`src/rtl/cdb_broadcast_arbiter_pkg.sv`:
```
// Shared definitions for the result-broadcast arbiter: FSM encoding and the
// tag/data width defaults used by the register file and ROB.
package cdb_broadcast_arbiter_pkg;

   localparam int DEF_TAG_WIDTH  = 7;
   localparam int DEF_DATA_WIDTH = 32;

   typedef enum logic [1:0] {
      ST_IDLE      = 2'd0,
      ST_BCAST     = 2'd1,
      ST_FORCE_DEC = 2'd2
   } cdb_state_e;

endpackage

```
`src/rtl/cdb_broadcast_arbiter_picker.sv`:
```
// Round-robin priority picker: rotate the request vector so rr_ptr sits at
// bit 0, priority-encode from the LSB, then map the index back.
module rr_priority_picker #(
   parameter int NUM_FU = 4,
   parameter int PTR_W  = $clog2(NUM_FU)
) (
   input  logic [NUM_FU-1:0] i_req,
   input  logic [PTR_W-1:0]  i_ptr,
   output logic [NUM_FU-1:0] o_grant,
   output logic [PTR_W-1:0]  o_idx,
   output logic              o_any
);

   logic [2*NUM_FU-1:0] w_dbl;
   logic [NUM_FU-1:0]   w_rot;
   logic [PTR_W-1:0]    w_enc;
   logic [PTR_W:0]      w_sum;
   logic [PTR_W:0]      w_wrap;

   // Doubling the vector makes the right shift a rotation for any NUM_FU.
   assign w_dbl = {i_req, i_req} >> i_ptr;
   assign w_rot = w_dbl[NUM_FU-1:0];

   // Lowest set bit of the rotated vector wins (scan downwards so it overwrites last).
   always_comb begin
      w_enc = '0;
      for (int i = NUM_FU - 1; i >= 0; i--) begin
         if (w_rot[i]) begin
            w_enc = PTR_W'(i);
         end else begin
            w_enc = w_enc;
         end
      end
   end

   assign w_sum   = {1'b0, w_enc} + {1'b0, i_ptr};
   assign w_wrap  = w_sum - (PTR_W+1)'(NUM_FU);
   assign o_idx   = (w_sum >= (PTR_W+1)'(NUM_FU)) ? w_wrap[PTR_W-1:0] : w_sum[PTR_W-1:0];
   assign o_any   = |i_req;
   assign o_grant = o_any ? ({{(NUM_FU-1){1'b0}}, 1'b1} << o_idx) : {NUM_FU{1'b0}};

endmodule

```
`src/rtl/cdb_broadcast_arbiter.sv`:
```
// Result-broadcast bus arbiter: grants one finished execution unit per cycle
// round-robin, registers its tag/data onto the bus, blocks decode while the
// bus is busy and forces a decode slot after a long burst.
module cdb_broadcast_arbiter
   import cdb_broadcast_arbiter_pkg::*;
#(
   parameter int NUM_FU     = 4,
   parameter int TAG_WIDTH  = DEF_TAG_WIDTH,
   parameter int DATA_WIDTH = DEF_DATA_WIDTH,
   parameter int MAX_BURST  = 4
) (
   input  logic                         clk,
   input  logic                         rst,
   input  logic                         halt,
   input  logic                         decodeRequest,
   input  logic [NUM_FU-1:0]            fu_valid,
   input  logic [NUM_FU*TAG_WIDTH-1:0]  fu_tag,
   input  logic [NUM_FU*DATA_WIDTH-1:0] fu_data,
   output logic [NUM_FU-1:0]            fu_ready,
   output logic                         broadcastDataAvailable,
   output logic [TAG_WIDTH-1:0]         broadcastDestinationTag,
   output logic [DATA_WIDTH-1:0]        broadcastDestinationData,
   output logic                         allowDecode,
   output logic                         allowBroadcast
);

   localparam int PTR_W   = $clog2(NUM_FU);
   localparam int BURST_W = $clog2(MAX_BURST + 1);

   cdb_state_e             r_state;
   cdb_state_e             w_state_nxt;
   logic [PTR_W-1:0]       r_rr_ptr;
   logic [BURST_W-1:0]     r_burst_cnt;
   logic                   r_bcast_valid;
   logic [TAG_WIDTH-1:0]   r_bcast_tag;
   logic [DATA_WIDTH-1:0]  r_bcast_data;

   logic [NUM_FU-1:0]      w_pick_onehot;
   logic [PTR_W-1:0]       w_pick_idx;
   logic                   w_pick_any;
   logic                   w_burst_full;
   logic                   w_grant_en;
   logic                   w_grant;

   rr_priority_picker #(
      .NUM_FU (NUM_FU),
      .PTR_W  (PTR_W)
   ) u_picker (
      .i_req   (fu_valid),
      .i_ptr   (r_rr_ptr),
      .o_grant (w_pick_onehot),
      .o_idx   (w_pick_idx),
      .o_any   (w_pick_any)
   );

   assign w_burst_full = (r_burst_cnt == BURST_W'(MAX_BURST));
   assign w_grant_en   = ~halt & ~(w_burst_full & decodeRequest);
   assign w_grant      = w_grant_en & w_pick_any & ~rst;

   assign fu_ready                 = w_grant ? w_pick_onehot : {NUM_FU{1'b0}};
   assign allowBroadcast           = w_grant_en;
   assign allowDecode              = ~r_bcast_valid & ~halt;
   assign broadcastDataAvailable   = r_bcast_valid;
   assign broadcastDestinationTag  = r_bcast_tag;
   assign broadcastDestinationData = r_bcast_data;

   // Next-state: the same rules apply from every state; only the grant and burst matter.
   always_comb begin
      w_state_nxt = ST_IDLE;
      case (r_state)
         ST_IDLE, ST_BCAST, ST_FORCE_DEC: begin
            if (w_grant) begin
               w_state_nxt = ST_BCAST;
            end else if (w_burst_full && decodeRequest) begin
               w_state_nxt = ST_FORCE_DEC;
            end else begin
               w_state_nxt = ST_IDLE;
            end
         end
         default: w_state_nxt = ST_IDLE;
      endcase
   end

   // FSM state register.
   always_ff @(posedge clk or posedge rst) begin
      if (rst) begin
         r_state <= ST_IDLE;
      end else begin
         r_state <= w_state_nxt;
      end
   end

   // Bus register: capture the granted unit's result for exactly one cycle; tag/data hold otherwise.
   always_ff @(posedge clk or posedge rst) begin
      if (rst) begin
         r_bcast_valid <= 1'b0;
         r_bcast_tag   <= '0;
         r_bcast_data  <= '0;
      end else if (w_grant) begin
         r_bcast_valid <= 1'b1;
         r_bcast_tag   <= fu_tag[w_pick_idx*TAG_WIDTH +: TAG_WIDTH];
         r_bcast_data  <= fu_data[w_pick_idx*DATA_WIDTH +: DATA_WIDTH];
      end else begin
         r_bcast_valid <= 1'b0;
      end
   end

   // Round-robin pointer: move just past the winner, wrapping at the last unit.
   always_ff @(posedge clk or posedge rst) begin
      if (rst) begin
         r_rr_ptr <= '0;
      end else if (w_grant) begin
         if (w_pick_idx == PTR_W'(NUM_FU - 1)) begin
            r_rr_ptr <= '0;
         end else begin
            r_rr_ptr <= w_pick_idx + PTR_W'(1);
         end
      end else begin
         r_rr_ptr <= r_rr_ptr;
      end
   end

   // Burst counter: counts back-to-back grants while decode is waiting, saturating.
   always_ff @(posedge clk or posedge rst) begin
      if (rst) begin
         r_burst_cnt <= '0;
      end else if (w_grant && decodeRequest) begin
         if (w_burst_full) begin
            r_burst_cnt <= r_burst_cnt;
         end else begin
            r_burst_cnt <= r_burst_cnt + BURST_W'(1);
         end
      end else begin
         r_burst_cnt <= '0;
      end
   end

endmodule

```
`config.mk`:
```
export PLATFORM = sky130hd
export DESIGN_NAME = cdb_broadcast_arbiter
export DESIGN_NICKNAME = d
export VERILOG_FILES = /design/src/rtl/cdb_broadcast_arbiter_pkg.sv /design/src/rtl/cdb_broadcast_arbiter_picker.sv /design/src/rtl/cdb_broadcast_arbiter.sv
export SDC_FILE = /design/constraint.sdc
export NUM_CORES = 1
export LEC_CHECK = 0
export BUFFER_PORTS_ARGS = -buffer_cell sky130_fd_sc_hd__buf_2
export CAP_MARGIN = 10
export CORE_MARGIN = 5
export CORE_UTILIZATION = 50
export DETAILED_ROUTE_END_ITERATION = 8
export HOLD_SLACK_MARGIN = 0.05
export PLACE_DENSITY = 0.95
export SYNTH_ARGS = -nofsm -noshare
export SYNTH_HDL_FRONTEND = slang
export SYNTH_SLANG_ARGS = --single-unit
```
`constraint.sdc`:
```
create_clock -name clk -period 4.2 [get_ports clk]
set_input_delay 0.21 -clock clk [delete_from_list [all_inputs] [get_ports clk]]
set_output_delay 0.21 -clock clk [all_outputs]
set_load 0.02 [all_outputs]
```
After elaboration in Yosys (flattened, before gate mapping)
Index checks and enable logic that the tools add are counted.
- register bits after elaboration: 45
- output and inout bits: 46
- input bits: 164
- logic and storage cells: 40
- reduce and logical (&&, ||, !) cells: 2
- bitwise logic cells: 9
- add/sub/neg operators: 4
- equality and inequality tests: 3
- shifts and indexed selects: 4
- $mul: 1
- order comparisons: 1
- muxes and demuxes: 11
- operators by type and width (kind ; count):
    indexed part select 128 x 8 -> 32 bit ; 1
    indexed part select 28 x 6 -> 7 bit ; 1
    2-to-1 mux 2 bit ; 6
    2-to-1 mux 4 bit ; 2
    >> shifter 8 x 2 -> 4 bit ; 1
    2-to-1 mux 3 bit ; 2
    bitwise AND 1 bit ; 5
    multiplier 2 x 3 -> 5 bit (second input constant) ; 1
    NOT 1 bit ; 4
    OR reduction 4 bit ; 1
    left shift 1 x 2 -> 4 bit (first input constant) ; 1
    adder 2 x 2 -> 3 bit ; 1
    adder 3 x 1 -> 3 bit (second input constant) ; 1
    equality test 3 bit (second input constant) ; 1
    >= comparator 3 bit (second input constant) ; 1
    adder 2 x 1 -> 2 bit (second input constant) ; 1
    equality test 2 bit (second input constant) ; 1
    != test 2 bit (second input constant) ; 1
    subtractor 2 x 1 -> 2 bit (second input constant) ; 1
    logical AND 1 bit ; 1
    2-to-1 mux 1 bit ; 1

Longest topological paths before layout
Gate-level depths: netlist (run 1).
- word-level depth: 11
- depth in mapped cells: 14
- depth with buffers taken out: 12

Hierarchy
Synthesis (run 1) repeated with hierarchy kept, for this count alone.
- cell total of the unflattened synthesis: 195
- area, all modules: 3012.9 sq um
- by module, submodules not included (module ; cells each ; area an instance (sq um) ; instances ; sequential area each (sq um)):
    cdb_broadcast_arbiter ; 158 ; 2722.6 ; 1 ; 1126.1
    rr_priority_picker ; 37 ; 290.3 ; 1 ; 0.0

Least setup slack after synthesis (run 1)
No wires, ideal clock.
- path type: register to output
- from: register r_rr_ptr[1]
- to: output fu_ready[0]
- path buffers: 2
- required time: 3.990 ns
- arrival time: 2.386 ns
- setup slack: 1.604 ns
- stages on the path, launching flop included: 13
- path through: dfrtp_1 > buf_4 > nand2_1 > a2bb2oi_1 > o221ai_1 > o21a_1 > ha_1 > xnor2_1 > nor4_4 > buf_6 > nor2_1 > inv_1 > nor3_1
- longest elaborated chain between the ends: 11
- elaborated cells between the ends (all ways): 12
- classes of those cells: add/sub (2); order compare (1); shift (2); mux (7)
- RTL lines (element ; RTL line ; source):
    start, declared ; cdb_broadcast_arbiter.sv:32 ; logic [PTR_W-1:0] r_rr_ptr;
    start signal, assigned ; cdb_broadcast_arbiter.sv:116 ; r_rr_ptr <= w_pick_idx + PTR_W'(1);
    start signal, assigned ; cdb_broadcast_arbiter.sv:119 ; r_rr_ptr <= r_rr_ptr;
    >> shifter 8 x 2 -> 4 bit ; cdb_broadcast_arbiter_picker.sv:21 ; assign w_dbl = {i_req, i_req} >> i_ptr;
    2-to-1 mux 2 bit (4 in series) ; cdb_broadcast_arbiter_picker.sv:28 ; if (w_rot[i]) begin
    adder 2 x 2 -> 3 bit (*) ; cdb_broadcast_arbiter_picker.sv:36 ; assign w_sum = {1'b0, w_enc} + {1'b0, i_ptr};
    >= comparator 3 bit or subtractor 2 x 1 -> 2 bit (tied branches) ; cdb_broadcast_arbiter_picker.sv:38, cdb_broadcast_arbiter_picker.sv:37 ;
    2-to-1 mux 2 bit (*) ; cdb_broadcast_arbiter_picker.sv:38 ; assign o_idx = (w_sum >= (PTR_W+1)'(NUM_FU)) ? w_wrap[PTR_W-1:0] : w_sum[PTR_W-1:0];
    left shift 1 x 2 -> 4 bit (*) ; cdb_broadcast_arbiter_picker.sv:40 ; assign o_grant = o_any ? ({{(NUM_FU-1){1'b0}}, 1'b1} << o_idx) : {NUM_FU{1'b0}};
    2-to-1 mux 4 bit (*) ; cdb_broadcast_arbiter_picker.sv:40 ;
    2-to-1 mux 4 bit (*) ; cdb_broadcast_arbiter.sv:60 ; assign fu_ready = w_grant ? w_pick_onehot : {NUM_FU{1'b0}};
    end, declared ; cdb_broadcast_arbiter.sv:19 ; output logic [NUM_FU-1:0] fu_ready,
Mark *: on every way between the ends. The rest lies on a longest branch, timed or not.

Worst setup path in the final report (run 1)
- from: register r_rr_ptr[1]
- to: output fu_ready[3]
Same word-level chain as after synthesis.

==> results of run 1 <==
sequential cells by signal (all words and copies together), names as in the netlist:
signal and cells:
broadcastDataAvailable 1, broadcastDestinationData 32, broadcastDestinationTag 7, r_burst_cnt 3, r_rr_ptr 2
per-layer routing:
layer / GRT usage, % / vias up / routed length, um
met3: 4.643 / 27 / 848
li1: - / 1835 / -
met4: 10.19 / 0 / 282
met5: 0 / - / 0
met2: 42.23 / 173 / 6078
met1: 27.33 / 1824 / 4683
area by class of cell:
class	instances	area, um2
Fill cell	628	2643
Multi-Input combinational cell	288	2504
Timing Repair Buffer	218	1139
Sequential cell	45	1126
Tap cell	102	127.6
Clock buffer	7	86.33
Inverter	6	22.52
placed cells by master (no fill, tap or decap), types with 2 or more instances in the layout:
cell type,synthesis,final
a2111oi_1,10,10
a2111oi_2,29,29
a221oi_1,29,29
a221oi_2,10,10
and3_1,3,3
buf_12,0,2
buf_2,10,209
buf_4,5,7
clkbuf_8,0,6
dfrtp_1,45,45
ha_1,5,4
inv_1,6,5
nand2_1,48,47
nor2_1,6,6
nor2b_1,81,81
nor3_1,4,4
nor3b_2,2,2
o21a_1,3,3
o21ai_2,2,2
o31ai_2,39,39
kinds of logic after synthesis:
| logic type | share of synthesized area, % |
|---|---|
| mux | 0.2567 |
| flops | 28.87 |
| fa+ha+maj | 1.604 |
| buf+inv | 7.443 |
| xor+xnor | 0.4492 |
| simple gates | 21.56 |
| compound gates | 39.81 |
stage by stage:
| step | std cells | worst slack, ns | utilization, % | hold slack (ns) | instance area (um2) |
|---|---|---|---|---|---|
| 2_1_floorplan | 383 | 1.604 | - | 0.3424 | 3900 |
| 3_3_place_gp | 659 | 1.364 | 64.32 | 0.4456 | 4918 |
| 3_5_place_dp | 659 | 1.239 | 64.32 | 0.4670 | 4918 |
| 4_1_cts | 666 | 0.8728 | 65.45 | 0.1748 | 5005 |
| 5_1_grt | 666 | 0.7402 | 65.45 | 0.1800 | 5005 |
| 6_report | 666 | 0.8649 | 65.45 | 0.1441 | 5005 |
path summary, 6_finish.rpt:
check | endpoint | startpoint | slack (ns) | cells past startpoint
min | broadcastDestinationData[0]$_DFFE_PP0P_ | rst | 0.14 | 2
min in group clk | r_burst_cnt[1]$_DFFE_PP0P_ | decodeRequest | 0.21 | 2
max in group asynchronous | broadcastDestinationData[13]$_DFFE_PP0P_ | rst | 3.46 | 2
max reg2reg | broadcastDestinationData[10]$_DFFE_PP0P_ | r_rr_ptr[1]$_DFFE_PP0P_ | 1.21 | 9
max | fu_ready[3] | r_rr_ptr[1]$_DFFE_PP0P_ | 0.86 | 13
min reg2reg | broadcastDestinationData[24]$_DFFE_PP0P_ | broadcastDestinationData[24]$_DFFE_PP0P_ | 0.48 | 2
where the power goes:
part           switching (mW)  leakage (nW)  total (mW)  internal [mW]
sequential              0.130         0.562       0.753          0.624
combinational            1.90          1.64        3.08           1.18
clock                   0.145        0.0443       0.276          0.131
total                    2.17          2.25        4.11           1.93
worst max-delay path, delay by kind of cell, from the launching register on:
kind	cells	cell delay, ns
AO/OA/AOI/OAI	4	0.77
adder cells (fa/ha/maj)	2	0.35
buffers and inverters	3	0.59
AND/OR/NAND/NOR	3	0.38
flip-flops	1	0.54
XOR/XNOR	1	0.18
==> out/qor.yml, run 1 <==
status: "completed"
gr-total-overflow: 0
worstMarginPinSlew_ns: 1.058
crit_type: "register to output pin"
cts_tree: "done"
setup_tns_ns: 0
cp_max_fo: 21
synth_nets: 552
peakVddDrop_mv: 0.4792
yosysWarnings: 0
fin_crit_ns: 3.335
dr.pass1.iters: 5
drt_iter0_drc: 106
hold_buffers: 0
p_leak_nw: 2.250
antenna_cells: 0
synth_ff_type: "dfrtp_1"
start_util_pct: 51.00
htreeDepth: 2
cts_buffers: 5
clkTransAtPathRegs_ns: 0.08
crit_path_start_kind: "register"
avgSynthCellArea_um2: 10.18
worstPathCellList: "nand2_1 > a2bb2oi_1 > o221ai_1 > o21a_1 > ha_4 > xor2_1 > a31oi_4 > buf_4 > nor2_1 > inv_1 > ha_1 > and3_1 > buf_2"
synth_edf_count: 0
drc_errors: 0
synthTopCellsByCount: "nor2b_1 (81), nand2_1 (48), dfrtp_1 (45)"
p_total_mw: 4.107
worstPathRequired_ns: 3.99
post_cts_resized: 0
cts.sinks: 45
hold_viol_final: 0
setup_viol: 0
grt_first_pass_wirelength_mm: 18.88
relSlewSlack_pct: 29.46
drive_above_1_share_pct: 55.85
period_share_pct: 79.41
yosysMostFrequentCell: "nor2b_1"
async_flop_share_pct: 100.0
place_congestion: 0.9313
num_io_pins: 210
synth_seq_cells: 45
grt_pass1_vias: 3959
synth_cell_type_count: 38
cts_buffer_depth: 2
synth_area_um2: 3900
cts_setup_buffers: 0
drv_slew: 0
cts_root_buf: "clkbuf_8"
antenna_found_initial: 0
die_area_um2: 9666
die_w_um: 98.32
wirelength_mm: 11.89
grt_use_total_pct: 23.65
wl_per_cell_um: 17.85
yosysTopAreaCell: "dfrtp_1"
yosys-top-cells-area: "dfrtp_1 (29%), nor2b_1 (13%), o31ai_2 (13%), a2111oi_2 (11%), a221oi_1 (6.5%)"
rsz0062_at_grt: "no"
hpwl_mm: 8.894
cap_violations: 0
vias: 3859
critPathMaxStageDelay_ns: 0.54
ys_seq_area_share_pct: 28.87
area_growth_pct: 28.33
avgViaCountPerCell: 5.794
netlist.area_leader.share_pct: 28.87
die_y_um: 98.32
row_count: 32
fmax_mhz: 299.8
arrival_ns: 3.13
nets: 733
crit_slowest_cell: "dfrtp_1"
fin_skew_ns: 0.007672
grt_max_degree: 85
clk_latency_ns: 0.30
io_buffers: 209
antenna_left: 0
worstHoldPathType: "input port to asynchronous set/reset pin"
end_kind: "output pin"
power_density_nw_per_um2: 820.6
postSynthCellCount: 383
core_um2: 7647
(Power assumes the default switching activity.)
==> run 2, diff against run 1 <==
- CORE_UTILIZATION: 50 -> 46
- PLACE_DENSITY: 0.95 -> 0.9
- clock period: 4.2 -> 3.2 ns (I/O delays scaled with it)
==> out/qor.yml, run 2 (synthesis results as in run 1) <==
status: "completed"  # unchanged
grt_pass1_vias: 3898  # was 3959
fin_ws_ns: 0.2217  # was 0.8649 ns
area_growth_pct: 30.93  # was 28.33%
drv_slew: 0  # unchanged
final_cell_mix: "buf_2 (209), nor2b_1 (81), nand2_1 (47)"  # unchanged
power_density_nw_per_um2: 1094  # was 820.6 nW/um2
htreeDepth: 2  # unchanged
hpwl_mm: 8.921  # was 8.894 mm
drc_errors: 0  # unchanged
fmax_mhz: 335.8
p_leak_nw: 2.295  # was 2.250 nW
cts_buffer_depth: 2  # unchanged
io_buffers: 209  # unchanged
placed_cells: 663  # was 659
p_total_mw: 5.584  # was 4.107 mW
fin_area_um2: 5106  # was 5005 um2
fin_skew_ns: 0.01122  # was 0.007672 ns
hold_viol_final: 0  # unchanged
dr.pass1.iters: 4  # was 5
antenna_cells: 0  # unchanged
cap_violations: 0  # unchanged
cts_root_buf: "clkbuf_8"  # unchanged
wirelength_mm: 11.95  # was 11.89 mm
setup_viol: 0  # unchanged
cts_buffers: 5  # unchanged
avgViaCountPerCell: 5.736  # was 5.794
start_util_pct: 47.23  # was 51.00%
setup_tns_ns: 0  # unchanged
crit_type: "register to output pin"  # unchanged
row_count: 33  # was 32
worstPathRequired_ns: 3.04  # was 3.99 ns
swShare_pct: 51.61  # was 52.94%
arrival_ns: 2.82  # was 3.13 ns
drt_iter0_drc: 232  # was 106
nets: 737  # was 733
fin_crit_ns: 2.978
vias: 3866  # was 3859
final_common_cell: "buf_2"  # unchanged
worstPathCellList: "nand2_1 > a2bb2oi_1 > o221ai_1 > o21a_1 > ha_4 > xor2_2 > a31oi_4 > nor2_1 > inv_1 > ha_1 > and3_1 > buf_2"  # was nand2_1 > a2bb2oi_1 > o221ai_1 > o21a_1 > ha_4 > xor2_1 > a31oi_4 > buf_4 > nor2_1 > inv_1 > ha_1 > and3_1 > buf_2
multiInputGateArea_um2: 2531  # was 2504 um2
die_y_um: 102.1  # was 98.32 um
place_congestion: 0.8631  # was 0.9313
final_util_pct: 61.83  # was 65.45%
grt_use_total_pct: 22.21  # was 23.65%
grt_first_pass_wirelength_mm: 18.62  # was 18.88 mm
power_frac_clock_pct: 9.1  # was 6.7%
grt_max_degree: 77  # was 85
fillers: 704  # was 628
largest_reg_flops: 32  # unchanged
cts.sinks: 45  # unchanged
end_kind: "output pin"  # unchanged
gr-total-overflow: 0  # unchanged
holdWs_ns: 0.07903  # was 0.1441 ns
worstMarginPinSlew_ns: 0.9810  # was 1.058 ns
clk_latency_ns: 0.30  # about the same
rsz0062_at_grt: "no"  # unchanged
hold_buffers: 0  # unchanged
pre_cts_slack_ns: 0.03967  # was 1.239 ns
peakVddDrop_mv: 0.7908  # was 0.4792 mV
power.switching_mw: 2.882  # was 2.174 mW
num_io_pins: 210  # unchanged
regArea_um2: 1126  # unchanged
relSlewSlack_pct: 34.39  # was 29.46%
p_seq_share_pct: 17.5  # was 18.3%
cts_tree: "done"  # unchanged
period_share_pct: 93.07
cp_max_fo: 9  # was 21
fin_cells: 674  # was 666
clkTransAtPathRegs_ns: 0.09  # was 0.08 ns
drive_above_1_share_pct: 56.77  # was 55.85%
internal_power_mw: 2.702  # was 1.933 mW
critPathMaxStageDelay_ns: 0.59  # was 0.54 ns
worstHoldPathType: "input port to asynchronous set/reset pin"  # unchanged
core_um2: 8258  # was 7647 um2
die_w_um: 102.1  # was 98.32 um
wl_per_cell_um: 17.73  # was 17.85 um
pwr-share-comb_pct: 73.4  # was 74.9%
antenna_left: 0  # unchanged
die_area_um2: 10420  # was 9666 um2
antenna_found_initial: 0  # unchanged
crit_path_start_kind: "register"  # unchanged
place_area_um2: 4930  # was 4918 um2
crit_slowest_cell: "dfrtp_1"  # unchanged
-- run 2: critical path: cells and delay by family (launching register included) --
family	cells	cell delay [ns]
flip-flops	1	0.59
AO/OA/AOI/OAI	4	0.55
AND/OR/NAND/NOR	3	0.47
adder cells (fa/ha/maj)	2	0.38
XOR/XNOR	1	0.30
buffers and inverters	2	0.24
-- run 2: area by class of cell --
| cell class | instances | area share, % |
|---|---|---|
| multi-input combinational | 289 | 49.57 |
| timing repair buffer | 221 | 22.74 |
| sequential | 45 | 22.05 |
| tap | 105 | 2.573 |
| clock buffer | 5 | 1.348 |
| clock inverter | 3 | 1.274 |
| inverter | 6 | 0.4411 |
-- run 2: power groups by stage --
stage	Clock, mW	Sequential [mW]	Combinational [mW]
floorplan	0	1.25	2.97
global placement	0	0.972	3.93
detailed placement	0	0.984	4.09
CTS	0.523	0.977	4.11
global route	0.541	1.01	4.44
finish	0.509	0.979	4.10
-- run 2: timing repair --
item                                    in CTS  in global routing
endpoints found under the setup margin       4                  1
setup buffers                                0                  2
gates resized for setup                      1                  1
cloned                                       1                  0
-- run 2: path summary, 6_finish.rpt --
path / start / to / slack [ns] / cells past startpoint
hold reg to reg: r_burst_cnt[0]$_DFFE_PP0P_ / r_burst_cnt[0]$_DFFE_PP0P_ / 0.47 / 1
setup reg to reg: r_rr_ptr[1]$_DFFE_PP0P_ / broadcastDestinationData[29]$_DFFE_PP0P_ / 0.35 / 9
max in group asynchronous: rst / broadcastDestinationData[24]$_DFFE_PP0P_ / 2.51 / 2
min in group clk: decodeRequest / r_burst_cnt[0]$_DFFE_PP0P_ / 0.13 / 3
setup / recovery: r_rr_ptr[1]$_DFFE_PP0P_ / fu_ready[3] / 0.22 / 12
hold / removal: rst / broadcastDestinationData[4]$_DFFE_PP0P_ / 0.08 / 2
-- run 2: routing by layer --
| metal | GRT usage, % | vias to the layer above | share of wire, % |
|---|---|---|---|
| met2 | 41.88 | 165 | 51 |
| met5 | 0 | - | 0 |
| met1 | 25.54 | 1840 | 38 |
| li1 | - | 1842 | - |
| met4 | 6.963 | 0 | 1.7 |
| met3 | 3.481 | 19 | 8.8 |
